<file path="src/rtl/spi_oled_tx_fifo.sv">
// spi_oled_tx_fifo
// ----------------
// SPI MOSI-only transmitter for the OLED display path, fed by a DEPTH-entry FIFO
// of {DC, DATA} words. SCK is generated from i_CLK with a divider. The mode is
// CPOL-selectable with CPHA fixed at 0: MOSI changes on the trailing SCK edge and
// the slave samples on the leading edge. Queued words go out back-to-back under
// one CS assertion with no SCK gap.
//
// Optional build macro:
//   SPI_TX_CS_PER_WORD_EN - every word gets its own CS window. CS is released
//                           after each word and held high for CLK_DIV cycles
//                           before the next word is loaded.
//
// Ports:
//   i_CLK   system clock; all logic runs on its rising edge
//   i_RST   asynchronous, active-high reset
//   i_DATA  word to transmit (WIDTH bits)
//   i_DC    data/command flag travelling with the word
//   i_VALID push request; accepted when i_VALID && o_READY
//   o_READY FIFO not full (derived from the registered count)
//   o_SCK   serial clock, idles at CPOL
//   o_MOSI  serial data
//   o_CS    chip select, active low
//   o_DC    DC flag of the word currently on the wire
//   o_BUSY  FSM not idle or FIFO non-empty
//   o_DONE  one-cycle pulse after the last bit of each word
module spi_oled_tx_fifo #(
  parameter int WIDTH     = 8,
  parameter int DEPTH     = 4,
  parameter int CLK_DIV   = 2,
  parameter int MSB_FIRST = 1,
  parameter int CPOL      = 0
) (
  input  logic             i_CLK,
  input  logic             i_RST,
  input  logic [WIDTH-1:0] i_DATA,
  input  logic             i_DC,
  input  logic             i_VALID,
  output logic             o_READY,
  output logic             o_SCK,
  output logic             o_MOSI,
  output logic             o_CS,
  output logic             o_DC,
  output logic             o_BUSY,
  output logic             o_DONE
);

  localparam int PTR_W = $clog2(DEPTH);
  localparam int CNT_W = $clog2(DEPTH + 1);
  localparam int DIV_W = (CLK_DIV > 1) ? $clog2(CLK_DIV) : 1;
  localparam int BIT_W = $clog2(WIDTH + 1);

  localparam logic [DIV_W-1:0] DIV_LAST = DIV_W'(CLK_DIV - 1);
  localparam logic [CNT_W-1:0] FULL_CNT = CNT_W'(DEPTH);
  localparam logic [BIT_W-1:0] BIT_LAST = BIT_W'(WIDTH);
  localparam logic             SCK_IDLE = (CPOL != 0);

  typedef enum logic [1:0] {IDLE, SETUP, SHIFT, GAP} state_t;

  // ---------------------------------------------------------------------------
  // FIFO of {dc, data}
  // ---------------------------------------------------------------------------
  logic [WIDTH:0]   mem [DEPTH];
  logic [PTR_W-1:0] wr_ptr;
  logic [PTR_W-1:0] rd_ptr;
  logic [CNT_W-1:0] count;
  logic             push;
  logic             pop;
  logic             fifo_empty;
  logic [WIDTH:0]   head;
  logic             head_first;

  // A push while full is dropped even if a pop happens in the same cycle,
  // because ready comes from the registered count only.
  assign o_READY    = (count != FULL_CNT);
  assign push       = i_VALID && o_READY;
  assign fifo_empty = (count == '0);
  assign head       = mem[rd_ptr];
  assign head_first = (MSB_FIRST != 0) ? head[WIDTH-1] : head[0];

  // NOTE: storage has no reset; validity is tracked by count/pointers, so the
  // array can map onto plain RAM without a reset network.
  always_ff @(posedge i_CLK) begin
    if (push) mem[wr_ptr] <= {i_DC, i_DATA};
  end

  // NOTE: sequential state uses non-blocking assignments so every register
  // samples the pre-edge values regardless of statement order.
  always_ff @(posedge i_CLK or posedge i_RST) begin
    if (i_RST) begin
      wr_ptr <= '0;
      rd_ptr <= '0;
      count  <= '0;
    end else begin
      // DEPTH is a power of two, so pointers wrap naturally.
      if (push) wr_ptr <= wr_ptr + PTR_W'(1);
      if (pop)  rd_ptr <= rd_ptr + PTR_W'(1);
      case ({push, pop})
        2'b10:   count <= count + CNT_W'(1);
        2'b01:   count <= count - CNT_W'(1);
        default: count <= count;
      endcase
    end
  end

  // ---------------------------------------------------------------------------
  // Serialiser FSM
  // ---------------------------------------------------------------------------
  state_t           state;
  logic [DIV_W-1:0] div_cnt;
  logic [BIT_W-1:0] bit_cnt;
  logic [WIDTH-1:0] shreg;
  logic             sck;
  logic             mosi;
  logic             cs;
  logic             dc;
  logic             done;
  logic             half_tick;
  logic             word_end;
  logic             idle_load;

  // half_tick marks the cycle in which SCK toggles; word_end is the trailing
  // edge that completes the last bit of the current word.
  assign half_tick = (state == SHIFT) && (div_cnt == DIV_LAST);
  assign word_end  = half_tick && (sck != SCK_IDLE) && (bit_cnt == BIT_LAST);

`ifdef SPI_TX_CS_PER_WORD_EN
  // Counts CS-high cycles in IDLE so CS stays released for CLK_DIV cycles
  // between words. It starts saturated so the first word after reset is not
  // delayed.
  logic [DIV_W-1:0] idle_cnt;

  assign idle_load = (state == IDLE) && !fifo_empty && (idle_cnt == DIV_LAST);
  assign pop       = idle_load;
`else
  assign idle_load = (state == IDLE) && !fifo_empty;
  assign pop       = idle_load || (word_end && !fifo_empty);
`endif

  always_ff @(posedge i_CLK or posedge i_RST) begin
    if (i_RST) begin
      state    <= IDLE;
      div_cnt  <= '0;
      bit_cnt  <= '0;
      shreg    <= '0;
      sck      <= SCK_IDLE;
      mosi     <= 1'b0;
      cs       <= 1'b1;
      dc       <= 1'b0;
      done     <= 1'b0;
`ifdef SPI_TX_CS_PER_WORD_EN
      idle_cnt <= DIV_LAST;
`endif
    end else begin
      done <= 1'b0;
      case (state)
        IDLE: begin
`ifdef SPI_TX_CS_PER_WORD_EN
          if (idle_cnt != DIV_LAST) idle_cnt <= idle_cnt + DIV_W'(1);
`endif
          if (idle_load) begin
            shreg   <= head[WIDTH-1:0];
            mosi    <= head_first;
            dc      <= head[WIDTH];
            bit_cnt <= '0;
            div_cnt <= '0;
            cs      <= 1'b0;
            state   <= SETUP;
          end
        end

        // CS-to-first-edge setup time.
        SETUP: begin
          if (div_cnt == DIV_LAST) begin
            div_cnt <= '0;
            state   <= SHIFT;
          end else begin
            div_cnt <= div_cnt + DIV_W'(1);
          end
        end

        SHIFT: begin
          if (!half_tick) begin
            div_cnt <= div_cnt + DIV_W'(1);
          end else begin
            div_cnt <= '0;
            if (sck == SCK_IDLE) begin
              // Leading edge: the slave samples the bit already on MOSI.
              sck     <= ~SCK_IDLE;
              bit_cnt <= bit_cnt + BIT_W'(1);
            end else begin
              sck <= SCK_IDLE;
              if (bit_cnt != BIT_LAST) begin
                if (MSB_FIRST != 0) begin
                  shreg <= {shreg[WIDTH-2:0], 1'b0};
                  mosi  <= shreg[WIDTH-2];
                end else begin
                  shreg <= {1'b0, shreg[WIDTH-1:1]};
                  mosi  <= shreg[1];
                end
              end else begin
                done <= 1'b1;
`ifdef SPI_TX_CS_PER_WORD_EN
                state <= GAP;
`else
                // Back-to-back reload on the same trailing edge keeps SCK
                // periodic across word boundaries.
                if (!fifo_empty) begin
                  shreg   <= head[WIDTH-1:0];
                  mosi    <= head_first;
                  dc      <= head[WIDTH];
                  bit_cnt <= '0;
                end else begin
                  state <= GAP;
                end
`endif
              end
            end
          end
        end

        // CS hold time after the last trailing edge; MOSI is held.
        GAP: begin
          if (div_cnt == DIV_LAST) begin
            div_cnt  <= '0;
            cs       <= 1'b1;
            state    <= IDLE;
`ifdef SPI_TX_CS_PER_WORD_EN
            idle_cnt <= '0;
`endif
          end else begin
            div_cnt <= div_cnt + DIV_W'(1);
          end
        end

        default: state <= IDLE;
      endcase
    end
  end

  assign o_SCK  = sck;
  assign o_MOSI = mosi;
  assign o_CS   = cs;
  assign o_DC   = dc;
  assign o_DONE = done;
  assign o_BUSY = (state != IDLE) || !fifo_empty;

endmodule

</file>
<file path="config.mk">
export PLATFORM = sky130hd
export DESIGN_NAME = spi_oled_tx_fifo
export DESIGN_NICKNAME = d
export VERILOG_FILES = /design/src/rtl/spi_oled_tx_fifo.sv
export SDC_FILE = /design/constraint.sdc
export NUM_CORES = 1
export LEC_CHECK = 0
export ABC_CLOCK_PERIOD_IN_PS = 2100
export CAP_MARGIN = 20
export CORE_MARGIN = 10
export CORE_UTILIZATION = 52
export DETAILED_ROUTE_END_ITERATION = 8
export PLACE_DENSITY = 0.74
export SLEW_MARGIN = 20
export SYNTH_ARGS = -nofsm -noshare
export SYNTH_HDL_FRONTEND = slang
export SYNTH_SLANG_ARGS = --single-unit
</file>
<file path="constraint.sdc">
create_clock -name i_CLK -period 2.1 [get_ports i_CLK]
set_input_delay 0.42 -clock i_CLK [delete_from_list [all_inputs] [get_ports i_CLK]]
set_output_delay 0.42 -clock i_CLK [all_outputs]
set_load 0.02 [all_outputs]
</file>
# Word level (Yosys, flattened, before mapping)

Memories as Yosys holds them, arrays and structs flattened.
Cells that the tools add are included.

Eq/ne operators: 19
Reduce and logical (&&, ||, !) cells: 22
Muxes and demuxes: 46
$add $sub $neg: 6

Operator list:

| kind                | number |
|---|---|
| $mux 7              | 5 |
| $mux 1              | 21 |
| $mux 4              | 5 |
| $ne 2x2->1 const B  | 8 |
| $mux 2              | 7 |
| $pmux 7 s2          | 1 |
| $reduce_and 5->1    | 2 |
| $ne 3x3->1 const B  | 3 |
| $pmux 2 s4          | 1 |
| $pmux 4 s2          | 1 |
| $reduce_bool 2->1   | 4 |
| $reduce_and 7->1    | 1 |
| $eq 2x2->1 const B  | 3 |
| $logic_and 1x1->1   | 6 |
| $pmux 1 s2          | 3 |
| $pmux 3 s2          | 1 |
| $reduce_and 6->1    | 1 |
| $add 2x1->2 const B | 2 |
| $add 4x1->4 const B | 1 |
| $eq 2x1->1 const B  | 2 |
| $eq 4x4->1 const B  | 1 |
| $ne 4x4->1 const B  | 1 |
| $add 3x1->3 const B | 1 |
| $logic_not 3->1     | 1 |
| 10 further kinds    | 11 |

Bits in registers: 26
Bits in writable memories: 36
Output and inout bits: 7
Memories: 1

Memory list:

| name | words | width | read ports | clocked after Yosys merged registers in | write ports | line | text |
|---|---|---|---|---|---|---|---|
| mem  | 4     | 9     | 1          | 0                                       | 1           | 63   | `logic [WIDTH:0] mem [DEPTH];` |

# Longest topological paths before layout

Gate-level depths: netlist of the first run.

Depth in word-level cells: 8
Gate-level depth with buffers: 12

# Worst setup path after synthesis of the first run

Ideal clock, no wire load.

Path kind: flip-flop to flip-flop
Start: register state[0]
End: register count[2]
Data required time: 2021 ps
Path slack: -143 ps
Buffers on the path: 0
Data arrival time: 2164 ps
Cell stages (with the launch flop): 13
Cell sequence: dfrtp_1 inv_1 ha_1 nand2_1 nor2_1 o21ai_0 inv_1 ha_1 inv_1 fa_1 xor2_1 nor2_1 xor2_1

Word-level cells in the longest chain between the ends: 8
Elaborated cells between the ends (all ways): 12
Those cells by class: eq/ne (3); mux (1); reduce/logical (8)

Ends and longest elaborated chain:

| element                                         | line | text |
|---|---|---|
| start: declaration                              | 109  | `state_t state;` |
| start signal: assignment                        | 142  | `state <= IDLE;` |
| start signal: assignment                        | 168  | `state <= SETUP;` |
| start signal: assignment                        | 176  | `state <= SHIFT;` |
| $eq 2x2->1                                      | 124  | `assign half_tick = (state == SHIFT) && (div_cnt == DIV_LAST);` |
| $logic_and 1x1->1                               | 124  |  |
| $logic_and 1x1->1 (2 in a row)                  | 125  | `assign word_end = half_tick && (sck != SCK_IDLE) && (bit_cnt == BIT_LAST);` |
| $logic_and 1x1->1                               | 137  | `assign pop = idle_load \|\| (word_end && !fifo_empty);` |
| $logic_or 1x1->1 (*)                            | 137  |  |
| $eq 2x1->1 or $eq 2x2->1 (tied branches)        | 98   | `case ({push, pop})` |
| $pmux 3 s2 or $reduce_bool 2->1 (tied branches) | -    |  |
| end signal: assignment                          | 99   | `2'b10: count <= count + CNT_W'(1);` |
| end signal: assignment                          | 100  | `2'b01: count <= count - CNT_W'(1);` |
| end signal: assignment                          | 101  | `default: count <= count;` |
| end: declaration                                | 66   | `logic [CNT_W-1:0] count;` |

Every way passes the cells marked *; elsewhere a longest branch is shown, timed or not.
A chain may end at the register's enable or synchronous reset.

# Worst setup path after layout of the first run

Start: register state[1]
End: register count[2]

Same word-level chain as after synthesis.

==> results.json, run 1 <==
{
  "synth_commonest_cells": "edfxtp_1, dfrtp_1, mux2_2",
  "die_area_mm2": 0.00874,
  "synth_cell_type_count": 40,
  "dp_hpwl_mm": 3.67,
  "crit_fanout": 3,
  "p_leak_nw": 1.42,
  "antenna_left": 0,
  "fin_area_mm2": 0.00360,
  "antenna_cells": 0,
  "ios": 19,
  "cts_max_path_buffers": 2,
  "place_congestion": 0.845,
  "cts_root_buf": "clkbuf_8",
  "r2r_cells": 13,
  "worst_slack_ps": -63.0,
  "layout_min_cycle_time_ps": 2160,
  "final-setup-viol-count": 1,
  "violations": "setup timing",
  "grt_pass1_vias": 1842,
  "fin_util": 0.695,
  "r2r_slack_ps": -60,
  "overflow": 0,
  "nets": 265,
  "setup_tns_ps": -63.0,
  "synth_fa_ha_area_frac": 0.0606,
  "yosysMostFrequentCell": "edfxtp_1",
  "holdWs_ps": 440,
  "syn_area_mm2": 0.00281,
  "hp-class": "primary input to asynchronous set/reset pin",
  "wl_mm": 5.41,
  "outcome": "complete, but fails checks",
  "worstReg2RegStart": "state[1]",
  "drt-initial-drc-count": 131,
  "p_per_area_mw_per_mm2": 1460,
  "clock-sinks": 62,
  "startpoint": "state[1]",
  "synth-warning-count": 0,
  "power.total_mw": 5.24,
  "synthDominantCellAreaShare": 0.385,
  "rsz0062_at_grt": "yes",
  "drc_errors": 0,
  "grt_usage": 0.135,
  "yosysTopAreaCell": "edfxtp_1",
  "synth_top_family_by_area": "multiplexers",
  "slew_viol_final": 0,
  "reg2reg_to": "count[2]",
  "ys_seq_area_frac": 0.617,
  "cp-end-kind": "flop",
  "syn_avg_cell_area_um2": 15.7,
  "grt_start_max_net_pins": 27,
  "max_slew.worst_pin.slew_ps": 489,
  "skew_ps": 7.34,
  "drive_gt1_frac": 0.400,
  "clkTransAtPathRegs_ps": 70,
  "max_clock_freq_mhz": 462,
  "synth.area.mux_share": 0.149,
  "dpl.cell_count": 288,
  "areaGrowthSynthToFinish_pct": 28.1,
  "htreeDepth": 3,
  "numCtsBuffers": 9,
  "place_area_mm2": 0.00327,
  "post-place-ws_ps": -78.0,
  "synth-compound-area-share": 0.0633,
  "io_buffers": 18,
  "core_area_mm2": 0.00517,
  "dieWidth_um": 93.5,
  "hold_viol_final": 0,
  "synthesis.nets": 204,
  "max_slew_margin": 0.674,
  "clk-insertion-delay-late_ps": 340,
  "die_h_um": 93.5,
  "viasPerCell": 5.37,
  "start_util": 0.543,
  "syn_inst": 179,
  "ir_drop_mv": 0.710,
  "critical_path_arrival_ps": 2420,
  "fin_cells": 315,
  "grt_pass1_wl_mm": 8.99,
  "synth_area_leaders": "edfxtp_1, dfrtp_1, mux4_2",
  "synth_seq_cells": 62,
  "firstDrtPassIters": 4,
  "crit_type": "flop to flop",
  "cts_tree": "built",
  "drv_cap": 0,
  "wl_per_cell_um": 17.2,
  "required_ps": 2360,
  "routed-via-count": 1693,
  "synth-xor-area-share": 0.0218,
  "synth_edf_count": 36,
  "nFillCells": 342,
  "grt_antenna_before_repair": 0,
  "period_share": 1.03,
  "crit_path_start_kind": "flop",
  "yosys.area_share.simple": 0.0615,
  "rows": 26,
  "synth_flop_cell": "edfxtp_1",
  "synthArstFlopShare": 0.419
}
-- registers in the layout (all words and copies together) (netlist names), 2 cells and up --
| name | flops |
|---|---|
| state | 2 |
| wr_ptr | 2 |
| bit_cnt | 4 |
| mem | 36 |
| count | 3 |
| shreg | 7 |
| rd_ptr | 2 |
-- worst max-delay path, stage by stage, from the launching register on --
cell and delay [ps]:
dfrtp_1 410, buf_4 160, ha_4 160, nand2_2 100, nor2_2 70, o21ai_2 140
inv_1 70, ha_2 180, buf_4 130, buf_4 120, buf_4 120, xor2_1 140
nor2_1 110, xor2_1 180
-- what timing repair did --
| action | 4_1_cts | 5_1_grt |
|---|---|---|
| resized for setup | 10 | 10 |
| endpoints found under the setup margin | 3 | 7 |
| hold buffers | 0 | 0 |
| hold endpoints to repair | 0 | 0 |
| pin swaps | 5 | 2 |
| setup buffers | 8 | 3 |
-- routing by layer --
| layer | vias to the layer above | GRT usage | wire length [um] |
|---|---|---|---|
| met3 | 15 | 0.0464 | 301 |
| met2 | 39 | 0.216 | 2760 |
| li1 | 786 | - | - |
| met1 | 853 | 0.158 | 2200 |
| met5 | - | 0 | 0 |
| met4 | 0 | 0.0707 | 154 |
-- worst max path at each step --
stage	end	slack, ps
global route	count[2]	-240
CTS	o_BUSY	0.6
detailed placement	count[2]	-80
floorplan	bit_cnt[3]	3
finish	count[2]	-60
global placement	count[2]	30
-- logic make-up (layout without fill, tap and decap cells) --
logic type	Yosys count	in the layout
mux	28	28
fa+ha+maj	13	13
simple gates	31	31
flops	62	62
compound gates	20	20
xor+xnor	7	7
buf+inv	18	84
-- area by class of cell --
cell class,instances,area (um2),share of cell area
clock buffers,13,170,0.0473
clock inverters,3,17.5,0.00487
inverters,14,52.6,0.0146
multi-input cells,99,1070,0.298
flip-flops and latches,62,1730,0.482
well taps,70,87.6,0.0244
repair buffers,54,463,0.129
-- layout by cell type, fill, tap and decap left out, types with 3 or more instances in the layout --
cell type | synthesis | layout
ha_4 | 0 | 3
nand2_1 | 9 | 8
inv_2 | 0 | 5
and3_1 | 5 | 5
dfrtp_1 | 25 | 25
mux4_2 | 9 | 9
inv_1 | 14 | 9
o21ai_0 | 5 | 3
xnor2_1 | 5 | 5
clkdlybuf4s50_1 | 0 | 16
ha_1 | 12 | 8
mux2_2 | 17 | 17
a21oi_1 | 4 | 4
nand3_1 | 4 | 3
buf_4 | 1 | 35
edfxtp_1 | 36 | 36
clkbuf_8 | 0 | 10
-- where the power goes --
part | leakage (nW) | internal (mW) | total [mW] | switching (mW)
Clock | 0.0946 | 0.529 | 0.967 | 0.438
Sequential | 0.647 | 1.68 | 1.93 | 0.248
Combinational | 0.681 | 1.27 | 2.34 | 1.07
Total | 1.42 | 3.48 | 5.24 | 1.76
Power figures use the tool's default switching activity.
==> inputs of run 2 (changes only) <==
--- a/config.mk
+++ b/config.mk
@@ -7,7 +7,6 @@
 export LEC_CHECK = 0
 export ABC_CLOCK_PERIOD_IN_PS = 2100
 export CAP_MARGIN = 20
-export CORE_MARGIN = 10
 export CORE_UTILIZATION = 52
 export DETAILED_ROUTE_END_ITERATION = 8
 export PLACE_DENSITY = 0.74
==> run 2 against run 1 <==
The run still ends with setup timing left. Register-to-register slack barely moved. Clock power down 2%. Final area down 2.4%. Critical path depth down 1. Utilization fell by 1.3 points. Clock skew about the same. Hold slack got worse by 9.8 ps. Sequential power is essentially flat. First-iteration DRC count is 64% lower. Via count decreased by 2.5%. Global-route usage up 7.5 points.
==> results.json, run 2 (synthesis gave the netlist of run 1 again) <==
{
  "cp-end-kind": "flop",
  "clk-insertion-delay-late_ps": 340,
  "final_cell_mix": "edfxtp_1, buf_4, dfrtp_1, mux2_2, clkdlybuf4s50_1",
  "final-setup-viol-count": 1,
  "final_common_cell": "edfxtp_1",
  "antenna_cells": 0,
  "firstDrtPassIters": 5,
  "max_stage_delay_ps": 390,
  "crit_chain": "buf_4 -> ha_4 -> nand2_1 -> nor2_2 -> o21ai_2 -> inv_1 -> ha_2 -> inv_2 -> fa_2 -> xor2_1 -> nor2_1 -> xor2_1",
  "critical_path_arrival_ps": 2430,
  "grt_pass1_wl_mm": 8.22,
  "layout_min_cycle_time_ps": 2170,
  "core_area_mm2": 0.00514,
  "drc_errors": 0,
  "crit_path_start_kind": "flop",
  "worst_slack_ps": -66.0,
  "drv_cap": 0,
  "fin_area_mm2": 0.00351,
  "cts_tree": "built",
  "areaGrowthSynthToFinish_pct": 25.0,
  "cp_slowest_cell": "dfrtp_1",
  "rows": 26,
  "path_common_cell": "xor2_1",
  "crit_fanout": 8,
  "htreeDepth": 3,
  "dp_hpwl_mm": 3.70,
  "wl_per_cell_um": 16.6,
  "ir_drop_mv": 0.664,
  "start_util": 0.546,
  "r2r_cells": 12,
  "r2r_slack_ps": -70,
  "violations": "setup timing",
  "slew_viol_final": 0,
  "cts_max_path_buffers": 2,
  "outcome": "complete, but fails checks",
  "grt_antenna_before_repair": 0,
  "clkTransAtPathRegs_ps": 80,
  "clock-sinks": 62,
  "crit_type": "flop to flop",
  "antenna_left": 0,
  "viasPerCell": 5.34,
  "place_congestion": 0.805,
  "max_slew.worst_pin.slew_ps": 480,
  "place_area_mm2": 0.00323,
  "max_clock_freq_mhz": 462,
  "drt-initial-drc-count": 47,
  "required_ps": 2360,
  "regMostFlops": "mem",
  "io_buffers": 18,
  "period_share": 1.03,
  "skew_ps": 7.79,
  "p_per_area_mw_per_mm2": 1470,
  "dieWidth_um": 75.5,
  "numCtsBuffers": 9,
  "grt_usage": 0.211,
  "hold_viol_final": 0,
  "ios": 19,
  "nets": 259,
  "drive_gt1_frac": 0.381,
  "top_regs": "mem (36), shreg (7), bit_cnt (4)",
  "die_h_um": 75.5,
  "nFillCells": 368,
  "routed-via-count": 1651,
  "cts_root_buf": "clkbuf_8",
  "p_leak_nw": 1.38,
  "overflow": 0,
  "worstReg2RegStart": "state[1]",
  "hp-class": "primary input to asynchronous set/reset pin",
  "max_slew_margin": 0.680,
  "grt_start_max_net_pins": 27,
  "wl_mm": 5.14,
  "cts_hold_buffers": 0,
  "grt_pass1_vias": 1730,
  "die_area_mm2": 0.00569,
  "power.total_mw": 5.14,
  "largest_reg_flops": 36,
  "reg2reg_to": "count[2]",
  "rsz0062_at_grt": "yes"
}
-- run 2: how the worst max path moves through the flow --
stage	start	endpoint	slack, ps	cells past startpoint
after floorplan	state[1]	bit_cnt[3]	3	6
after global placement	bit_cnt[0]	count[2]	8	12
after detailed placement	bit_cnt[0]	count[2]	-110	12
after CTS	bit_cnt[0]	count[2]	-30	12
after global routing	bit_cnt[0]	count[2]	-200	12
final	state[1]	count[2]	-70	12
-- run 2: layer usage --
| layer | vias to the layer above | GRT usage | part of all wire |
|---|---|---|---|
| met5 | - | 0 | 0 |
| met4 | 0 | 0.123 | 0.022 |
| met3 | 9 | 0.0397 | 0.024 |
| met1 | 833 | 0.249 | 0.41 |
| met2 | 32 | 0.362 | 0.54 |
| li1 | 777 | - | - |
-- run 2: timing repair --
| action | in CTS | in global routing |
|---|---|---|
| endpoints found under the setup margin | 5 | 6 |
| pin swaps | 5 | 1 |
| gates cloned | 0 | 0 |
| resized for setup | 9 | 5 |
| buffers inserted | 10 | 0 |
-- run 2: through the flow --
| stage | util | std cells | worst slack (ps) | setup TNS [ps] | hold slack, ps |
|---|---|---|---|---|---|
| 2_1_floorplan | - | 179 | 3.23 | 0 | 459 |
| 3_3_place_gp | 0.628 | 284 | 8.04 | 0 | 481 |
| 3_5_place_dp | 0.628 | 284 | -113 | -125 | 487 |
| 4_1_cts | 0.679 | 310 | -27.5 | -49.7 | 443 |
| 5_1_grt | 0.683 | 309 | -205 | -245 | 483 |
| 6_report | 0.683 | 309 | -66.0 | -66.0 | 430 |
-- run 2: cell type report --
cell class	instances	area (um2)	area share
Sequential cell	62	1730	0.494
Inverter	14	52.6	0.0150
Clock buffer	9	124	0.0353
Tap cell	70	87.6	0.0250
Timing Repair Buffer	48	399	0.114
Multi-Input combinational cell	99	1060	0.301
Clock inverter	7	55.1	0.0157
-- run 2: worst max-delay path: cells and delay by family, from the launching register on --
| family | cells | cell delay [ps] |
|---|---|---|
| simple gates | 3 | 370 |
| compound gates | 1 | 80 |
| fa+ha+maj | 3 | 690 |
| xor+xnor | 2 | 300 |
| buf+inv | 3 | 250 |
| flops | 1 | 390 |
-- run 2: where the power goes --
group / internal, mW / switching [mW] / total (mW)
logic: 1.23 / 1.05 / 2.29
clock network: 0.441 / 0.507 / 0.948
registers: 1.68 / 0.225 / 1.91
